==> src/rtl/cmp128_minmax_tracker_pkg.sv <==
// Shared constants, state encoding and word type for the min/max tracker.
package cmp128_minmax_tracker_pkg;

  localparam int unsigned WIDTH = 128;
  localparam int unsigned ST_W  = 3;

  typedef logic [WIDTH-1:0] word_t;
  typedef logic [ST_W-1:0]  state_t;

  localparam state_t S_IDLE   = 3'd0;
  localparam state_t S_WAIT   = 3'd1;
  localparam state_t S_CMPMIN = 3'd2;
  localparam state_t S_CMPMAX = 3'd3;
  localparam state_t S_DONE   = 3'd4;

  localparam logic ORD_SIGNED   = 1'b1;
  localparam logic ORD_UNSIGNED = 1'b0;

endpackage

==> src/rtl/cmp128_minmax_tracker_if.sv <==
// Input stream and result port of the min/max tracker.
interface cmp128_minmax_tracker_if #(
  parameter int unsigned CNT_W = 16
);
  import cmp128_minmax_tracker_pkg::*;

  logic             signed_mode;
  logic             in_valid;
  logic             in_ready;
  word_t            in_data;
  logic             in_last;
  logic             out_valid;
  logic             out_ready;
  word_t            out_min;
  word_t            out_max;
  logic [CNT_W-1:0] out_min_idx;
  logic [CNT_W-1:0] out_max_idx;
  logic [CNT_W-1:0] out_count;
  logic             out_all_eq;
  logic             out_ovf;

  modport master (
    output signed_mode, in_valid, in_data, in_last, out_ready,
    input  in_ready, out_valid, out_min, out_max, out_min_idx, out_max_idx,
           out_count, out_all_eq, out_ovf
  );

  modport slave (
    input  signed_mode, in_valid, in_data, in_last, out_ready,
    output in_ready, out_valid, out_min, out_max, out_min_idx, out_max_idx,
           out_count, out_all_eq, out_ovf
  );

endinterface

==> src/rtl/cmp128_minmax_tracker_cmptree.sv <==
// 128-bit comparator: byte-wise compares merged MSB-first into EQ, unsigned LT and signed LT.
module comparatortree128
  import cmp128_minmax_tracker_pkg::*;
(
  input  word_t op1,
  input  word_t op2,
  output logic  EQ,
  output logic  LT,
  output logic  LTu
);

  localparam int unsigned CHUNK_W = 8;
  localparam int unsigned N_CHUNK = WIDTH / CHUNK_W;

  logic [N_CHUNK-1:0] chunk_eq;
  logic [N_CHUNK-1:0] chunk_lt;
  logic               eq_acc;
  logic               ltu_acc;

  // Leaf level: independent per-byte equality and less-than.
  for (genvar g = 0; g < N_CHUNK; g++) begin : g_leaf
    assign chunk_eq[g] = (op1[g*CHUNK_W +: CHUNK_W] == op2[g*CHUNK_W +: CHUNK_W]);
    assign chunk_lt[g] = (op1[g*CHUNK_W +: CHUNK_W] <  op2[g*CHUNK_W +: CHUNK_W]);
  end

  // Root: the most significant differing byte decides the unsigned order.
  always_comb begin
    eq_acc  = 1'b1;
    ltu_acc = 1'b0;
    for (int i = N_CHUNK - 1; i >= 0; i--) begin
      if (eq_acc) begin
        ltu_acc = chunk_lt[i];
        eq_acc  = chunk_eq[i];
      end
    end
  end

  assign EQ  = eq_acc;
  assign LTu = ltu_acc;
  // Differing sign bits: the negative operand is smaller; otherwise unsigned order holds.
  assign LT  = (op1[WIDTH-1] != op2[WIDTH-1]) ? op1[WIDTH-1] : ltu_acc;

endmodule

==> src/rtl/cmp128_minmax_tracker.sv <==
// Streaming min/max/index/count tracker sharing one comparator between min and max compares.
module cmp128_minmax_tracker
  import cmp128_minmax_tracker_pkg::*;
#(
  parameter int unsigned CNT_W = 16
) (
  input  logic                    clk,
  input  logic                    reset,
  cmp128_minmax_tracker_if.slave  bus
);

  localparam logic [CNT_W-1:0] CNT_MAX = '1;

  state_t           state_q,   state_d;
  word_t            min_q,     min_d;
  word_t            max_q,     max_d;
  word_t            data_q,    data_d;
  logic [CNT_W-1:0] min_idx_q, min_idx_d;
  logic [CNT_W-1:0] max_idx_q, max_idx_d;
  logic [CNT_W-1:0] count_q,   count_d;
  logic [CNT_W-1:0] cur_idx_q, cur_idx_d;
  logic             all_eq_q,  all_eq_d;
  logic             ovf_q,     ovf_d;
  logic             mode_q,    mode_d;
  logic             last_q,    last_d;
  logic             in_ready_q, in_ready_d;
  logic             out_valid_q, out_valid_d;

  word_t            cmp_op1;
  word_t            cmp_op2;
  logic             cmp_eq;
  logic             cmp_lt;
  logic             cmp_ltu;
  logic             lt_sel;
  logic             accept;

  // Operand mux keyed on state only, so both comparator inputs come straight from registers.
  assign cmp_op1 = (state_q == S_CMPMAX) ? max_q  : data_q;
  assign cmp_op2 = (state_q == S_CMPMAX) ? data_q : min_q;

  comparatortree128 u_cmp (
    .op1 (cmp_op1),
    .op2 (cmp_op2),
    .EQ  (cmp_eq),
    .LT  (cmp_lt),
    .LTu (cmp_ltu)
  );

  assign lt_sel = (mode_q == ORD_SIGNED) ? cmp_lt : cmp_ltu;
  assign accept = bus.in_valid & in_ready_q;

  // Next-state and datapath update; strict less-than keeps the first occurrence on ties.
  always_comb begin
    state_d   = state_q;
    min_d     = min_q;
    max_d     = max_q;
    data_d    = data_q;
    min_idx_d = min_idx_q;
    max_idx_d = max_idx_q;
    count_d   = count_q;
    cur_idx_d = cur_idx_q;
    all_eq_d  = all_eq_q;
    ovf_d     = ovf_q;
    mode_d    = mode_q;
    last_d    = last_q;

    case (state_q)
      S_IDLE: begin
        if (accept) begin
          min_d     = bus.in_data;
          max_d     = bus.in_data;
          min_idx_d = '0;
          max_idx_d = '0;
          count_d   = CNT_W'(1);
          all_eq_d  = 1'b1;
          ovf_d     = 1'b0;
          mode_d    = bus.signed_mode ? ORD_SIGNED : ORD_UNSIGNED;
          state_d   = bus.in_last ? S_DONE : S_WAIT;
        end
      end
      S_WAIT: begin
        if (accept) begin
          data_d    = bus.in_data;
          last_d    = bus.in_last;
          cur_idx_d = count_q;
          if (count_q == CNT_MAX) begin
            ovf_d = 1'b1;
          end else begin
            count_d = count_q + CNT_W'(1);
          end
          state_d = S_CMPMIN;
        end
      end
      S_CMPMIN: begin
        if (lt_sel) begin
          min_d     = data_q;
          min_idx_d = cur_idx_q;
        end
        if (!cmp_eq) begin
          all_eq_d = 1'b0;
        end
        state_d = S_CMPMAX;
      end
      S_CMPMAX: begin
        if (lt_sel) begin
          max_d     = data_q;
          max_idx_d = cur_idx_q;
        end
        state_d = last_q ? S_DONE : S_WAIT;
      end
      S_DONE: begin
        if (bus.out_ready) begin
          state_d = S_IDLE;
        end
      end
      default: state_d = S_IDLE;
    endcase

    in_ready_d  = (state_d == S_IDLE) || (state_d == S_WAIT);
    out_valid_d = (state_d == S_DONE);
  end

  // State, datapath and handshake registers; reset discards any partial run.
  always_ff @(posedge clk or posedge reset) begin
    if (reset) begin
      state_q     <= S_IDLE;
      min_q       <= '0;
      max_q       <= '0;
      data_q      <= '0;
      min_idx_q   <= '0;
      max_idx_q   <= '0;
      count_q     <= '0;
      cur_idx_q   <= '0;
      all_eq_q    <= 1'b0;
      ovf_q       <= 1'b0;
      mode_q      <= ORD_UNSIGNED;
      last_q      <= 1'b0;
      in_ready_q  <= 1'b0;
      out_valid_q <= 1'b0;
    end else begin
      state_q     <= state_d;
      min_q       <= min_d;
      max_q       <= max_d;
      data_q      <= data_d;
      min_idx_q   <= min_idx_d;
      max_idx_q   <= max_idx_d;
      count_q     <= count_d;
      cur_idx_q   <= cur_idx_d;
      all_eq_q    <= all_eq_d;
      ovf_q       <= ovf_d;
      mode_q      <= mode_d;
      last_q      <= last_d;
      in_ready_q  <= in_ready_d;
      out_valid_q <= out_valid_d;
    end
  end

  assign bus.in_ready    = in_ready_q;
  assign bus.out_valid   = out_valid_q;
  assign bus.out_min     = min_q;
  assign bus.out_max     = max_q;
  assign bus.out_min_idx = min_idx_q;
  assign bus.out_max_idx = max_idx_q;
  assign bus.out_count   = count_q;
  assign bus.out_all_eq  = all_eq_q;
  assign bus.out_ovf     = ovf_q;

endmodule

==> src/flat_wrapper.sv <==
// flat-port wrapper written by rule: the top's interface ports become plain ports
module cmp128_minmax_tracker_flat import cmp128_minmax_tracker_pkg::*;
#(
  parameter int unsigned CNT_W = 16
)
  (clk, reset, bus_signed_mode, bus_in_valid, bus_in_data, bus_in_last, bus_out_ready, bus_in_ready, bus_out_valid, bus_out_min, bus_out_max, bus_out_min_idx, bus_out_max_idx, bus_out_count, bus_out_all_eq, bus_out_ovf);
  cmp128_minmax_tracker_if #(.CNT_W(CNT_W)) bus_i ();
  input  logic clk;
  input  logic reset;
  input wire logic [$bits(bus_i.signed_mode)-1:0] bus_signed_mode;
  input wire logic [$bits(bus_i.in_valid)-1:0] bus_in_valid;
  input wire logic [$bits(bus_i.in_data)-1:0] bus_in_data;
  input wire logic [$bits(bus_i.in_last)-1:0] bus_in_last;
  input wire logic [$bits(bus_i.out_ready)-1:0] bus_out_ready;
  output wire logic [$bits(bus_i.in_ready)-1:0] bus_in_ready;
  output wire logic [$bits(bus_i.out_valid)-1:0] bus_out_valid;
  output wire logic [$bits(bus_i.out_min)-1:0] bus_out_min;
  output wire logic [$bits(bus_i.out_max)-1:0] bus_out_max;
  output wire logic [$bits(bus_i.out_min_idx)-1:0] bus_out_min_idx;
  output wire logic [$bits(bus_i.out_max_idx)-1:0] bus_out_max_idx;
  output wire logic [$bits(bus_i.out_count)-1:0] bus_out_count;
  output wire logic [$bits(bus_i.out_all_eq)-1:0] bus_out_all_eq;
  output wire logic [$bits(bus_i.out_ovf)-1:0] bus_out_ovf;
  assign bus_i.signed_mode = bus_signed_mode;
  assign bus_i.in_valid = bus_in_valid;
  assign bus_i.in_data = bus_in_data;
  assign bus_i.in_last = bus_in_last;
  assign bus_i.out_ready = bus_out_ready;
  assign bus_in_ready = bus_i.in_ready;
  assign bus_out_valid = bus_i.out_valid;
  assign bus_out_min = bus_i.out_min;
  assign bus_out_max = bus_i.out_max;
  assign bus_out_min_idx = bus_i.out_min_idx;
  assign bus_out_max_idx = bus_i.out_max_idx;
  assign bus_out_count = bus_i.out_count;
  assign bus_out_all_eq = bus_i.out_all_eq;
  assign bus_out_ovf = bus_i.out_ovf;
  cmp128_minmax_tracker #(.CNT_W(CNT_W)) u_core (.clk(clk), .reset(reset), .bus(bus_i));
endmodule
==> config.mk <==
export PLATFORM = sky130hd
export DESIGN_NAME = cmp128_minmax_tracker_flat
export DESIGN_NICKNAME = d
export VERILOG_FILES = /design/src/rtl/cmp128_minmax_tracker_pkg.sv /design/src/rtl/cmp128_minmax_tracker_if.sv /design/src/rtl/cmp128_minmax_tracker_cmptree.sv /design/src/rtl/cmp128_minmax_tracker.sv /design/src/flat_wrapper.sv
export SDC_FILE = /design/constraint.sdc
export NUM_CORES = 1
export LEC_CHECK = 0
export CAP_MARGIN = 0
export CORE_UTILIZATION = 40
export CTS_BUF_LIST = sky130_fd_sc_hd__clkbuf_8
export DETAILED_ROUTE_END_ITERATION = 10
export PLACE_DENSITY = 0.66
export SETUP_SLACK_MARGIN = 0.05
export SYNTH_ARGS = -nofsm -noshare
export SYNTH_HDL_FRONTEND = slang
export SYNTH_HIERARCHICAL = 1
export SYNTH_SLANG_ARGS = --single-unit
==> constraint.sdc <==
create_clock -name clk -period 15.3 [get_ports clk]
set_clock_uncertainty 0.15 [all_clocks]
set_input_delay 1.53 -clock clk [delete_from_list [all_inputs] [get_ports clk]]
set_output_delay 1.53 -clock clk [all_outputs]
set_load 0.02 [all_outputs]
---- Yosys cells after proc, flatten, opt, wreduce, memory -nomap -nowiden ----
Index checks and enable logic that the tools add are counted.
cells by class
  div/mod/pow operators ................... 0
  equality and inequality tests ........... 31
  multipliers ............................. 0
  add/sub/neg operators ................... 1
  bitwise gates (word level) .............. 1
  multiplexer cells ....................... 60
  reduce and logical (&&, ||, !) cells .... 13
  shift operators ......................... 0
  magnitude comparators ................... 16
operator list
  cell                                                  count
  two-way mux 128 bit                                   4
  case mux 128 bit (2 select lines)                     2
  equality test 8 bit                                   16
  < comparator 8 bit                                    16
  case mux 16 bit (2 select lines)                      3
  two-way mux 16 bit                                    5
  two-way mux 1 bit                                     38
  adder 16 x 1 -> 16 bit (second input constant)        1
  equality test 16 bit (second input constant)          1
  two-way mux 3 bit                                     5
  case mux 3 bit (5 select lines)                       1
  != test 2 x 1 -> 1 bit (second input constant)        5
  AND reduction 3 bit                                   3
  AND reduction 4 bit                                   2
  equality test 3 x 1 -> 1 bit (second input constant)  2
  equality test 3 x 2 -> 1 bit (second input constant)  2
  equality test 3 bit (second input constant)           2
  logical NOT 3 bit                                     2
  nonzero test 2 bit                                    3
  != test 2 bit (second input constant)                 2
  case mux 1 bit (2 select lines)                       2
  AND reduction 2 bit                                   2
  AND 1 bit                                             1
  logical OR 1 bit                                      1
  != test 1 bit                                         1
storage, ports and cells
  output and inout bits ................... 308
  ROM bits ................................ 0
  bits in latches ......................... 0
  memories ................................ 0
  word-level logic and storage cells ...... 136
  input bits .............................. 134
  memory bits (writable) .................. 0
  bits in registers ....................... 457

---- Depth between registers and ports, before layout ----
  depth after elaboration ................. 22
  depth in mapped cells ................... 22
  mapped depth without buffers ............ 17

---- Modules after synthesis ----
The synthesis kept the hierarchy.
by module, submodules not included
  module                 cells an instance  area an instance (µm²)  instances  seq. area each (µm²)
  cmp128_minmax_tracker  2,793              21,993.6                1          11,436.0
  comparatortree128      474                3,428.3                 1          0.0

---- Worst setup path after synthesis ----
No wires, ideal clock.
  path type ............................... reg-to-reg
  start point ............................. register u_core.state_q[2]
  end point ............................... register u_core.max_q[0], in the netlist u_core/bus.out_max[0]
  arrival ................................. 4.046 ns
  library setup time ...................... 0.127 ns
  stages on the path, launching flop included .. 23
  setup slack ............................. 10.977 ns
  period minus slack after synthesis ...... 4.323 ns
  data required time ...................... 15.023 ns
  path buffers ............................ 7
  cell sequence ........................... dfrtp_1 -> buf_2 -> and3b_1 -> clkbuf_1 -> clkbuf_1 -> clkbuf_1 -> nand2_1 -> nand2_1 -> inv_1 -> ha_1 -> and3_1 -> a221o_1 -> a221o_1 -> o311a_1 -> o31ai_2 -> nand3_1 -> a31oi_2 -> mux2i_1 -> o22ai_1 -> buf_2 -> buf_4 -> buf_4 -> a31oi_1
between the ends
  elaborated cells between the ends (all ways) .. 72
  classes of those cells .................. order compare (16); eq/ne (19); mux (34); reduce/logical (3)
RTL lines
  element                                                           line                                                                      source
  start: declaration                                                cmp128_minmax_tracker.sv:14                                               state_t state_q, state_d;
  start signal: assignment                                          cmp128_minmax_tracker.sv:141                                              state_q <= state_d;
  equality test 3 x 2 -> 1 bit *                                    cmp128_minmax_tracker.sv:39                                               assign cmp_op2 = (state_q == S_CMPMAX) ? data_q : min_q;
  two-way mux 128 bit *                                             cmp128_minmax_tracker.sv:39
  via u_core.cmp_op2[91]                                            cmp128_minmax_tracker.sv:30                                               word_t cmp_op2;
  < comparator 8 bit / equality test 8 bit (equally long branches)  cmp128_minmax_tracker_cmptree.sv:23, cmp128_minmax_tracker_cmptree.sv:22
  two-way mux 1 bit (11 in series)                                  cmp128_minmax_tracker_cmptree.sv:31                                       if (eq_acc) begin
  two-way mux 1 bit *                                               cmp128_minmax_tracker_cmptree.sv:31
  two-way mux 1 bit *                                               cmp128_minmax_tracker_cmptree.sv:41                                       assign LT = (op1[WIDTH-1] != op2[WIDTH-1]) ? op1[WIDTH-1] : ltu_acc;
  via u_core.cmp_lt                                                 cmp128_minmax_tracker.sv:32                                               logic cmp_lt;
  two-way mux 1 bit *                                               cmp128_minmax_tracker.sv:49                                               assign lt_sel = (mode_q == ORD_SIGNED) ? cmp_lt : cmp_ltu;
  != test 2 x 1 -> 1 bit (no line) *                                -
  AND reduction 3 bit (no line) *                                   -
  end signal: assignment                                            cmp128_minmax_tracker.sv:143                                              max_q <= max_d;
  end: declaration                                                  cmp128_minmax_tracker.sv:16                                               word_t max_q, max_d;
The timed path passes the listed nets; every way through them passes the cells marked *.
A chain may end at the register's enable or synchronous reset.

---- Final worst setup path ----
  start point ............................. register u_core.state_q[0]
  end point ............................... register u_core.min_q[41], in the netlist u_core/bus.out_min[41]
between the ends
  elaborated cells between the ends (all ways) .. 73
  classes of those cells .................. order compare (16); eq/ne (20); mux (34); reduce/logical (3)
RTL lines
  element                                                           line                                                                      source
  equality test 3 x 2 -> 1 bit *                                    cmp128_minmax_tracker.sv:39
  two-way mux 128 bit *                                             cmp128_minmax_tracker.sv:39
  via u_core.cmp_op2[35]                                            cmp128_minmax_tracker.sv:30
  < comparator 8 bit / equality test 8 bit (equally long branches)  cmp128_minmax_tracker_cmptree.sv:23, cmp128_minmax_tracker_cmptree.sv:22
  two-way mux 1 bit (4 in series)                                   cmp128_minmax_tracker_cmptree.sv:31
  two-way mux 1 bit *                                               cmp128_minmax_tracker_cmptree.sv:31
  two-way mux 1 bit *                                               cmp128_minmax_tracker_cmptree.sv:41
  via u_core.cmp_lt                                                 cmp128_minmax_tracker.sv:32
  two-way mux 1 bit *                                               cmp128_minmax_tracker.sv:49
  != test 2 x 1 -> 1 bit (no line) *                                -
  AND reduction 3 bit (no line) *                                   -
  end signal: assignment                                            cmp128_minmax_tracker.sv:142                                              min_q <= min_d;
  end: declaration                                                  cmp128_minmax_tracker.sv:15                                               word_t min_q, min_d;
Marks and branches as above.

==> metrics.txt <==
HP Class=reg2reg; CP cell instances=nand3b_1, buf_12, buf_4, buf_4, nand2_1, nand2_1, inv_1, ha_1, nand4_1, or2_1, nor3_1, a32oi_1, a32oi_1, o21ai_1, a31oi_2, mux2i_1, o22ai_4, buf_4, buf_4, nor2_1, a21oi_1; Gate Count Post-Synth=about 3300; Sinks on Clock Net=approximately 460; startpoint types=flip-flop; mux share of post-synthesis cell area=under 10%; Final Hold Viols=0; max-slew violation count=0; Post-synth EDFFs=0; Worst Reg2Reg Path Length in Cells=21; most used cell, CP=buf_4; area leader, netlist=dfrtp_1; slew at the pin with the worst max-slew slack=1.10 ns; Die X=between 200 and 300 um; crit-path max cell delay=a little under 0.9 ns; Die Y=about 250 um; via count=~23000; status=finished clean; Routed WL per cell=~18 um; critical path arrival=roughly 8.4 ns; Post-Synth XOR/XNOR Area=0%; RSZ-0062 raised after global routing=false; vias per cell=5.12; critical path buffer and inverter count=6; synthesized flop and latch total=about 460; Synth Flop Type=dfrtp_1; Netlist cell types=64; simple-gate share of the synthesized area=approximately 28%; CTS tree=built; IR drop worst, VDD=~0.19 mV; Compound-Gate Fraction of Synth Area=roughly a tenth; Core Region=63000 um^2; Clock Path Buffers=3; first-pass GRT wire length=between 100 and 150 mm; initial antenna violation count=13; number of post-CTS setup repair buffers=0; highest clock frequency the design can meet=around 0.13 GHz; Setup CP Type=reg2reg; worst r2r src=u_core/state_q[0]; period utilisation layout=between 50 and 60%; max cap viols=0; Routed Antenna Nets=0; slowest CP cell=buf_4; vias in the first global route=around 22000; CP max FO=153; Die ar.=64600 um^2; routability-driven placement congestion ratio=around 0.84; total track usage=between 20% and 30%; Synthesized Nets=approximately 3500; Rel. slew slack=26.7%; overflow left after global routing=0; initial drt markers=about 1500; r2r setup slk=approximately 7.4 ns; worst skew pair latency=0.68 ns; sequential-to-total area share from yosys stat=around 45%; # fillers=6125; critical path depth=21; input/output buffers=~440; Final Critical Period=around 8 ns; Total Routed Length=79.6 mm; largest cells by area after synthesis=dfrtp_1 (45%), nand2_1 (20%), ha_1 (6.3%); H-tree Lvls=3; top-count cell post-synth=nand2_1; P per Cell Area=225 nW/um^2; root buffer cell=clkbuf_8; largest family of logic cells by synthesized area=simple AND/OR/NAND/NOR gates; Rows=just over 90; CP Launch Point=u_core/state_q[0]; # setup viols final=0; initial core utilization=40.4%; CTS Hold Bufs=0; Worst R2R End=u_core/bus.out_min[41]; asr flop ratio synth=100%; largest net degree at the start of global routing=about 200; area growth from synthesis to layout=25.8%; Crit path max-delay family=buffers and inverters; crit end category=flip-flop; leakage power total=approximately 17 nW; Synth Warn #=6; Post-Synth Adder-Cell Area=6.35%; CTS Buf Count=between 80 and 90; Post-Syn Area=25400 um^2; ratio of cells with drive above 1 in the final layout=approximately 4.6%; WP data required=approximately 16 ns; top cell type's share of synthesized area=between 40% and 50%; Ports=between 400 and 500; Worst-path clk slew=around 0.060 ns; nets@finish=3892; Resized cells post-CTS=0; DRC Markers=0; total negative slack=0 ns; DRT Pass-1 Iters=8; hpwl dp=roughly 53 mm; Post-synth top cells=nand2_1 (1388), dfrtp_1 (457), nor2_1 (288); Mean Syn Cell Area=roughly 7.8 um^2; CP Capture Point=u_core/bus.out_min[41]; Final Total Pwr=between 7 and 8 mW
-- sequential cells by signal, indices dropped and copies added (netlist names) --
| name | count |
|---|---|
| u_core/last_q | 1 |
| u_core/data_q | 128 |
| u_core/bus.out_count | 16 |
| u_core/bus.out_max_idx | 16 |
| u_core/bus.in_ready | 1 |
| u_core/bus.out_valid | 1 |
| u_core/mode_q | 1 |
| u_core/bus.out_all_eq | 1 |
| u_core/bus.out_min | 128 |
| u_core/bus.out_ovf | 1 |
| u_core/state_q | 3 |
| u_core/bus.out_min_idx | 16 |
| u_core/bus.out_max | 128 |
| u_core/cur_idx_q | 16 |
-- kinds of logic (layout without fill, tap and decap cells) --
logic type | count (synthesis) | in the layout
fa+ha+maj | 129 | 129
other cells | 0 | 6
simple gates | 1801 | 1801
buf+inv | 326 | 749
flops | 457 | 457
compound gates | 424 | 424
mux | 130 | 130
-- report_power, final --
| group | switching, mW | internal, mW | leakage (nW) |
|---|---|---|---|
| clock network | 0.538 | 0.647 | 0.971 |
| registers | 0.527 | 1.73 | 5.41 |
| logic | 2.20 | 1.55 | 10.4 |
| total | 3.27 | 3.92 | 16.7 |
-- worst min path at each step --
stage                          startpoint                         end  cells past startpoint  slack, ns
2_1_floorplan         u_core/cur_idx_q[0]         u_core/cur_idx_q[0]                      2       0.32
3_3_place_gp   u_core/bus.out_max_idx[12]  u_core/bus.out_max_idx[12]                      2       0.30
3_5_place_dp   u_core/bus.out_max_idx[12]  u_core/bus.out_max_idx[12]                      2       0.31
4_1_cts        u_core/bus.out_max_idx[12]  u_core/bus.out_max_idx[12]                      2       0.32
5_1_grt         u_core/bus.out_max_idx[7]   u_core/bus.out_max_idx[7]                      2       0.34
6_report        u_core/bus.out_max_idx[2]   u_core/bus.out_max_idx[2]                      2       0.32
-- worst register-to-register path: cells and delay by family (launching register included) --
family	cells	cell delay, ns
flops	1	0.65
compound gates	6	1.17
fa+ha+maj	1	0.30
mux	1	0.28
simple gates	7	1.55
buf+inv	6	3.77
-- stage by stage --
| stage | util [%] | hold slack (ns) | instances | setup slack (ns) | instance area, um^2 |
|---|---|---|---|---|---|
| after floorplan | - | 0.318 | 3267 | 0.880 | 25400 |
| after global placement | 48.1 | 0.302 | 4388 | 7.61 | 30300 |
| after detailed placement | 48.1 | 0.308 | 4388 | 7.47 | 30300 |
| after CTS | 50.8 | 0.320 | 4536 | 7.47 | 32000 |
| after global routing | 50.8 | 0.343 | 4540 | 6.75 | 32000 |
| final | 50.8 | 0.320 | 4542 | 7.37 | 32000 |
-- layout by cell type, fill, tap and decap left out, drive strengths merged, types with 3 or more instances in the layout --
master,instances
nand4,32
mux2i,129
buf,24
a31o,3
and3,6
a211oi,5
o211ai,9
a22o,16
nor2b,12
nor2,289
inv,164
and4,3
diode,6
nand3,30
clkdlybuf4s50,441
a32oi,3
a31oi,136
a21oi,169
dfrtp,457
o41ai,4
clkinv,8
nand2b,8
o31ai,10
or2,3
ha,129
clkinvlp,3
nor4,9
nand2,1388
nor3,10
a21o,8
o21ai,41
clkbuf,108
-- layout make-up --
cell class                 count  area [um^2]  area share [%]
timing repair buffer         465         4630            14.5
antenna                        6         15.0          0.0469
clock buffer                 108         1490            4.65
clock inverter                40          203           0.634
tap                          846         1060            3.31
sequential                   457        11400            35.8
multi-input combinational   2484        12600            39.5
inverter                     136          518            1.62
-- metal layers --
| metal | GRT usage [%] | vias up | share of wire, % |
|---|---|---|---|
| met5 | 0 | - | 0.13 |
| met4 | 10.8 | 14 | 3.8 |
| met3 | 5.82 | 159 | 6.9 |
| met2 | 39.0 | 676 | 46 |
| met1 | 31.8 | 10993 | 43 |
| li1 | - | 11433 | - |
Note: power is estimated with default switching activity, not from simulation.
